===== src/rtl/flag_status_reg.sv =====
// flag_status_reg: processor status register behind the ALU.
// Holds the N/Z/F/L/C flags (bit order [4]=N [3]=Z [2]=F [1]=L [0]=C),
// evaluates branch condition codes against them, and keeps a one-deep
// shadow copy for interrupt entry/return.
module flag_status_reg (
  input  logic       clk,
  input  logic       reset,
  input  logic       aluC,
  input  logic       aluL,
  input  logic       aluF,
  input  logic       aluZ,
  input  logic       aluN,
  input  logic       flagWrite,
  input  logic [4:0] flagMask,
  input  logic       psrLoad,
  input  logic [4:0] psrIn,
  input  logic       save,
  input  logic       restore,
  input  logic [3:0] cond,
  output logic       C,
  output logic       L,
  output logic       F,
  output logic       Z,
  output logic       N,
  output logic [4:0] psrOut,
  output logic       condTrue,
  output logic       savedValid,
  output logic       saveOverflow
);

  logic [4:0] flags_q, flags_d;
  logic [4:0] shadow_q, shadow_d;
  logic       saved_valid_q, saved_valid_d;
  logic       save_overflow_q, save_overflow_d;
  logic [4:0] alu_flags;
  logic       do_restore;

  assign alu_flags  = {aluN, aluZ, aluF, aluL, aluC};
  // A restore only counts when the shadow actually holds something; an
  // empty restore must not shadow the lower-priority flag updates.
  assign do_restore = restore & saved_valid_q;

  // Next-state: restore > psrLoad > masked flagWrite; save/overflow tracking.
  always_comb begin
    flags_d         = flags_q;
    shadow_d        = shadow_q;
    saved_valid_d   = saved_valid_q;
    save_overflow_d = save_overflow_q;

    if (do_restore) begin
      flags_d       = shadow_q;
      saved_valid_d = 1'b0;
    end else if (psrLoad) begin
      flags_d = psrIn;
    end else if (flagWrite) begin
      flags_d = (flags_q & ~flagMask) | (alu_flags & flagMask);
    end

    // Save captures the pre-update flags; any restore request in the same
    // cycle suppresses the save entirely (no shadow write, no overflow).
    if (save && !restore) begin
      if (saved_valid_q) begin
        save_overflow_d = 1'b1;
      end else begin
        shadow_d      = flags_q;
        saved_valid_d = 1'b1;
      end
    end
  end

  // State registers with synchronous reset.
  always_ff @(posedge clk) begin
    if (reset) begin
      flags_q         <= 5'b00000;
      shadow_q        <= 5'b00000;
      saved_valid_q   <= 1'b0;
      save_overflow_q <= 1'b0;
    end else begin
      flags_q         <= flags_d;
      shadow_q        <= shadow_d;
      saved_valid_q   <= saved_valid_d;
      save_overflow_q <= save_overflow_d;
    end
  end

  // Condition evaluation against the registered flags only (no forwarding).
  always_comb begin
    condTrue = 1'b0;
    case (cond)
      4'b0000: condTrue = flags_q[3];
      4'b0001: condTrue = ~flags_q[3];
      4'b0010: condTrue = flags_q[0];
      4'b0011: condTrue = ~flags_q[0];
      4'b0100: condTrue = ~flags_q[1] & ~flags_q[3];
      4'b0101: condTrue = flags_q[1] | flags_q[3];
      4'b0110: condTrue = ~flags_q[4] & ~flags_q[3];
      4'b0111: condTrue = flags_q[4] | flags_q[3];
      4'b1000: condTrue = flags_q[2];
      4'b1001: condTrue = ~flags_q[2];
      4'b1010: condTrue = flags_q[1];
      4'b1011: condTrue = ~flags_q[1];
      4'b1100: condTrue = flags_q[4];
      4'b1101: condTrue = ~flags_q[4];
      4'b1110: condTrue = 1'b1;
      default: condTrue = 1'b0;
    endcase
  end

  assign N            = flags_q[4];
  assign Z            = flags_q[3];
  assign F            = flags_q[2];
  assign L            = flags_q[1];
  assign C            = flags_q[0];
  assign psrOut       = flags_q;
  assign savedValid   = saved_valid_q;
  assign saveOverflow = save_overflow_q;

endmodule


===== config.mk =====
export PLATFORM = sky130hd
export DESIGN_NAME = flag_status_reg
export DESIGN_NICKNAME = d
export VERILOG_FILES = /design/src/rtl/flag_status_reg.sv
export SDC_FILE = /design/constraint.sdc
export NUM_CORES = 1
export LEC_CHECK = 0
export CORE_UTILIZATION = 36
export DETAILED_ROUTE_END_ITERATION = 12
export PLACE_DENSITY_LB_ADDON = 0.12
export SETUP_SLACK_MARGIN = 0.1
export SYNTH_ARGS = -nofsm -noshare
export SYNTH_HDL_FRONTEND = slang
export SYNTH_SLANG_ARGS = --single-unit
export TNS_END_PERCENT = 5

===== constraint.sdc =====
create_clock -name clk -period 1 [get_ports clk]
set_input_delay 0.1 -clock clk [delete_from_list [all_inputs] [get_ports clk]]
set_output_delay 0.1 -clock clk [all_outputs]
set_load 0.02 [all_outputs]

Word-level counts from Yosys, hierarchy flattened
Cells that the tools add are included. Widths: inputs -> output; s select.

Input bits: 25. Register bits: 12. Output and inout bits: 13. Word-level logic and storage cells: 46.

Bitwise logic cells: 15. Equality and inequality tests: 14. Muxes and demuxes: 7. Reductions and logical operators: 6.

Operators with widths (number): $eq 4x4->1 const B (7); $eq 4x3->1 const B (4); $mux 5 (3); $pmux 1 s15 (1); $and 5x5->5 (2); $eq 4x2->1 const B (2); $not 1->1 (6); $not 5->5 (1); $or 5x5->5 (1); $eq 4x1->1 const B (1); $logic_not 4->1 (1); $reduce_and 2->1 (2); $and 1x1->1 (3); $mux 1 (3); $reduce_bool 3->1 (1); $or 1x1->1 (2); $logic_and 1x1->1 (1); $logic_not 1->1 (1).

Longest topological paths before layout
Depth after elaboration: 6. Mapped depth: 5. Gate-level depth less buffers: 4.

Least setup slack after synthesis
OpenSTA, ideal clock, no wires.

Path type: reg-to-output. From: reg (tool-made name). To: out condTrue. Data required time: 900 ps. Path buffers: 0. Arrival: 1256 ps. Stages on the path, launching flop included: 5. Path slack: -356 ps. Cell sequence: dfxtp_1 > nor4b_2 > nor3_1 > o32a_1 > o211ai_1.

RTL lines: to (decl) (RTL line 26) `output logic condTrue,`.

==> flow_summary.html <==
<table>
<tr><th>Metric</th><th>Value</th></tr>
<tr><th colspan="2">Run status</th></tr>
<tr><td>Status</td><td>complete, but fails checks</td></tr>
<tr><td>Violations in the final reports</td><td>negative setup slack</td></tr>
<tr><th colspan="2">Detailed routing</th></tr>
<tr><td>Routed WL per cell</td><td>12.83 um</td></tr>
<tr><td>Number of detailed-routing iterations run before antenna repair</td><td>4</td></tr>
<tr><td>Routed Wire Length</td><td>2.181 mm</td></tr>
<tr><td>Post-DRT Antenna Nets</td><td>0</td></tr>
<tr><td>Overall via count from detail_route</td><td>873</td></tr>
<tr><td>Violation count after the first detailed-routing iteration</td><td>14</td></tr>
<tr><td>Number of vias per cell</td><td>5.135</td></tr>
<tr><td>Post-detailed-route DRC marker count</td><td>0</td></tr>
<tr><th colspan="2">Clocking</th></tr>
<tr><td>CTS buffer count</td><td>3</td></tr>
<tr><td>Number of setup buffers added after CTS</td><td>0</td></tr>
<tr><td>Number of hold-repair buffers added at the cts stage</td><td>0</td></tr>
<tr><td>Number of sinks on the clock net</td><td>12</td></tr>
<tr><td>Clock tree from TritonCTS</td><td>built</td></tr>
<tr><td>Clk slew on worst S/H paths</td><td>0.08 ns</td></tr>
<tr><td>Number of H-tree levels</td><td>1</td></tr>
<tr><td>Clock Tree Root</td><td>clkbuf_4</td></tr>
<tr><td>CTS max path bufs</td><td>2</td></tr>
<tr><td>Insertion delay of the later-clocked pin in the worst-skew pair</td><td>0.26 ns</td></tr>
<tr><th colspan="2">Global route</th></tr>
<tr><td>Antenna violations before repair</td><td>0</td></tr>
<tr><td>Largest net degree at the start of global routing</td><td>13</td></tr>
<tr><td>Wire length of the first global-routing pass</td><td>3.636 mm</td></tr>
<tr><td>Aggregate global routing overflow</td><td>0</td></tr>
<tr><td>GRT Util Overall</td><td>0.1931</td></tr>
<tr><td>Vias in the first global route</td><td>845</td></tr>
<tr><th colspan="2">Logic synthesis</th></tr>
<tr><td>Syn. warnings</td><td>0</td></tr>
<tr><td>Biggest area consumer among synthesized cells</td><td>dfxtp_1</td></tr>
<tr><td>Post-Synthesis Cells</td><td>94</td></tr>
<tr><td>Mapped cell area</td><td>790.8 um2</td></tr>
<tr><td>Unique cell type count in the Yosys netlist</td><td>31</td></tr>
<tr><td>Proportion of synthesized chip area in sequential cells</td><td>0.3038</td></tr>
<tr><td>Count of flip-flops with a built-in enable after synthesis</td><td>0</td></tr>
<tr><td>Share of Yosys cell area claimed by the top area cell type</td><td>0.3038</td></tr>
<tr><td>Mapped Nets</td><td>119</td></tr>
<tr><td>Most area-consuming cells after synthesis</td><td>dfxtp_1 (30%), mux2i_1 (8.9%), buf_4 (6.6%), a311o_1 (6.3%), a21oi_1 (5.7%)</td></tr>
<tr><td>Mapped Avg Cell Area</td><td>8.412 um2</td></tr>
<tr><td>Register bit total from synthesis</td><td>12</td></tr>
<tr><td>Async set or reset register ratio after synthesis</td><td>0</td></tr>
<tr><td>Most frequent cell after synthesis</td><td>dfxtp_1</td></tr>
<tr><td>Primary flip-flop cell chosen by synthesis mapping</td><td>dfxtp_1</td></tr>
<tr><td>Top cell types by occurrence after synthesis</td><td>dfxtp_1 (12), nor2_1 (11), nand2_1 (10), a21oi_1 (9)</td></tr>
<tr><th colspan="2">Worst setup path</th></tr>
<tr><td>Setup Crit Path Kind</td><td>flip-flop to primary output</td></tr>
<tr><td>Length in cells of the worst reg-to-reg path</td><td>4</td></tr>
<tr><td>Nature of the critical path endpoint</td><td>primary output</td></tr>
<tr><td>Data required time of the critical path</td><td>0.90 ns</td></tr>
<tr><td>Source of the worst register-to-register timing path</td><td>savedValid$_SDFF_PP0_</td></tr>
<tr><td>Worst setup path endpoint</td><td>condTrue</td></tr>
<tr><td>Worst-path maximum fanout</td><td>2</td></tr>
<tr><td>Kind of start point of the critical path</td><td>flip-flop</td></tr>
<tr><td>Setup slack, reg-to-reg</td><td>-0.15 ns</td></tr>
<tr><td>Arrival time worst endpoint</td><td>1.47 ns</td></tr>
<tr><th colspan="2">Timing</th></tr>
<tr><td>Tightest hold margin</td><td>0.3293 ns</td></tr>
<tr><td>Share of the clock period used by the worst path after layout</td><td>1.565</td></tr>
<tr><td>Final setup margin</td><td>-0.5653 ns</td></tr>
<tr><td>Setup-failing EPs final</td><td>13</td></tr>
<tr><td>Slew @ Worst Pin</td><td>0.3095 ns</td></tr>
<tr><td>Number of slew-limit violations in the final report</td><td>0</td></tr>
<tr><td>Max Clk Rate</td><td>0.6388 GHz</td></tr>
<tr><td>Slew margin rel.</td><td>0.7937</td></tr>
<tr><td>Endpoints failing hold</td><td>0</td></tr>
<tr><td>Largest clock skew in the final design</td><td>0.001523 ns</td></tr>
<tr><td>Shortest period the worst path allows</td><td>1.565 ns</td></tr>
<tr><td>Sum of negative setup slack</td><td>-1.552 ns</td></tr>
<tr><td>Setup repair after global routing missed its margin</td><td>true</td></tr>
<tr><th colspan="2">Power and ir drop</th></tr>
<tr><td>Switch share</td><td>0.2968</td></tr>
<tr><td>Worst vdd rail ir drop</td><td>0.6471 mV</td></tr>
<tr><td>Total Power Consumption</td><td>1.310 mW</td></tr>
<tr><td>Power per cell area</td><td>980.6 nW/um2</td></tr>
<tr><td>Switching component of the power</td><td>0.3889 mW</td></tr>
<tr><td>Internal power</td><td>0.9215 mW</td></tr>
<tr><td>Reg power frac</td><td>0.400</td></tr>
<tr><td>Gate power share</td><td>0.372</td></tr>
<tr><td>Static Leak</td><td>0.5487 nW</td></tr>
<tr><td>Clock network power share</td><td>0.228</td></tr>
<tr><th colspan="2">Die</th></tr>
<tr><td>Area enclosed by the die boundary</td><td>2388 um2</td></tr>
<tr><td>Ports</td><td>38</td></tr>
<tr><td>Core Area</td><td>2022 um2</td></tr>
<tr><td>Overall die width</td><td>48.87 um</td></tr>
<tr><td>Effective utilization at floorplan</td><td>0.3911</td></tr>
<tr><td>Standard-cell rows</td><td>16</td></tr>
<tr><td>DIE HEIGHT</td><td>48.87 um</td></tr>
<tr><th colspan="2">Cells and area</th></tr>
<tr><td>Utilization after layout</td><td>0.6609</td></tr>
<tr><td>Register area</td><td>257.7 um2</td></tr>
<tr><td>Synthesis-to-layout area growth</td><td>68.99%</td></tr>
<tr><td>Share of cells above drive strength 1</td><td>0.3636</td></tr>
<tr><td>Fillcell total</td><td>182</td></tr>
<tr><td>Area occupied by multi-input gates</td><td>508.0 um2</td></tr>
<tr><td>Diode insertion count for antenna repair</td><td>0</td></tr>
<tr><td>Nets@finish</td><td>169</td></tr>
<tr><th colspan="2">Min path</th></tr>
<tr><td>HP Class</td><td>input pin to flip-flop</td></tr>
<tr><td>Startpoint of the worst hold path</td><td>restore</td></tr>
<tr><th colspan="2">Placement</th></tr>
<tr><td>HPWL reported at the end of detailed placement</td><td>1.678 mm</td></tr>
<tr><td>Buffers added on ports</td><td>37</td></tr>
<tr><td>GP Congestion</td><td>0.8290</td></tr>
<tr><th colspan="2">Job</th></tr>
<tr><td>Number of max-capacitance violations reported</td><td>0</td></tr>
</table>
## cells by family (layout without fill, tap and decap cells)
logic type                after synthesis  after routing  share of synthesized area
DFF                                    12             12                     0.3038
and+or+nand+nor                        38             38                     0.2769
AOI/OAI and AO/OA                      24             24                     0.2184
xor gates and xnor gates                1              1                    0.01108
buffers and inverters                  12             61                     0.1013
muxes                                   7              7                    0.08861
## layout make-up
cell class / count / share of cell area
multi-input combinational: 70 / 0.3802
timing repair buffer: 55 / 0.3764
sequential: 12 / 0.1929
tap: 27 / 0.02528
clock buffer: 3 / 0.01685
inverter: 2 / 0.005618
clock inverter: 1 / 0.002809
## power groups by stage
stage	sequential, mW	clock (mW)	combinational [mW]
floorplan	0.555	0	0.197
global placement	0.531	0	0.460
detailed placement	0.532	0	0.469
CTS	0.520	0.318	0.454
global route	0.527	0.339	0.520
finish	0.524	0.299	0.488
## per-layer routing
layer,track usage,wire length [um],up-vias
met5,0,0,-
met4,0.04902,0,0
met3,0.04050,84,0
met2,0.3264,1041,22
met1,0.2476,1054,413
li1,-,-,438
## what timing repair did
item,in CTS,in global routing
resized for setup,65,24
cloned,0,0
setup endpoints to repair,23,23
pin swaps,5,2
## worst max-delay path: stages, from the launching register on
cell and delay [ns]:
dfxtp_4 0.35, and4bb_2 0.28, nor3_2 0.05, o32a_1 0.28, o211ai_1 0.08, buf_4 0.17
## worst min path at each step
| stage | endpoint | slack (ns) | depth (start not counted) |
|---|---|---|---|
| floorplan | flip-flop | 0.16 | 1 |
| detailed placement | saveOverflow$_SDFFE_PP0P_ | 0.47 | 2 |
| finish | flip-flop | 0.33 | 3 |
| global route | flip-flop | 0.33 | 3 |
| CTS | flip-flop | 0.30 | 3 |
| global placement | saveOverflow$_SDFFE_PP0P_ | 0.45 | 2 |
## per-stage QoR
stage | instance area, um2 | setup WS (ns) | cells
5_1_grt | 1336 | -0.6269 | 170
6_report | 1336 | -0.5653 | 170
3_5_place_dp | 1267 | -1.139 | 166
3_3_place_gp | 1267 | -1.065 | 166
2_1_floorplan | 800.8 | -0.2708 | 94
4_1_cts | 1274 | -0.5718 | 170
## layout by cell type (no fill, tap or decap), drive strengths merged, types with 3 or more instances in the layout
cell           count
buf               31
dfxtp             12
nand2             11
a311o              5
a21oi              9
clkdlybuf4s50     20
dlygate4sd2        4
nand3b             4
clkbuf             3
mux2i              7
nor2              11
No activity file was read; power rests on OpenSTA's default activity.
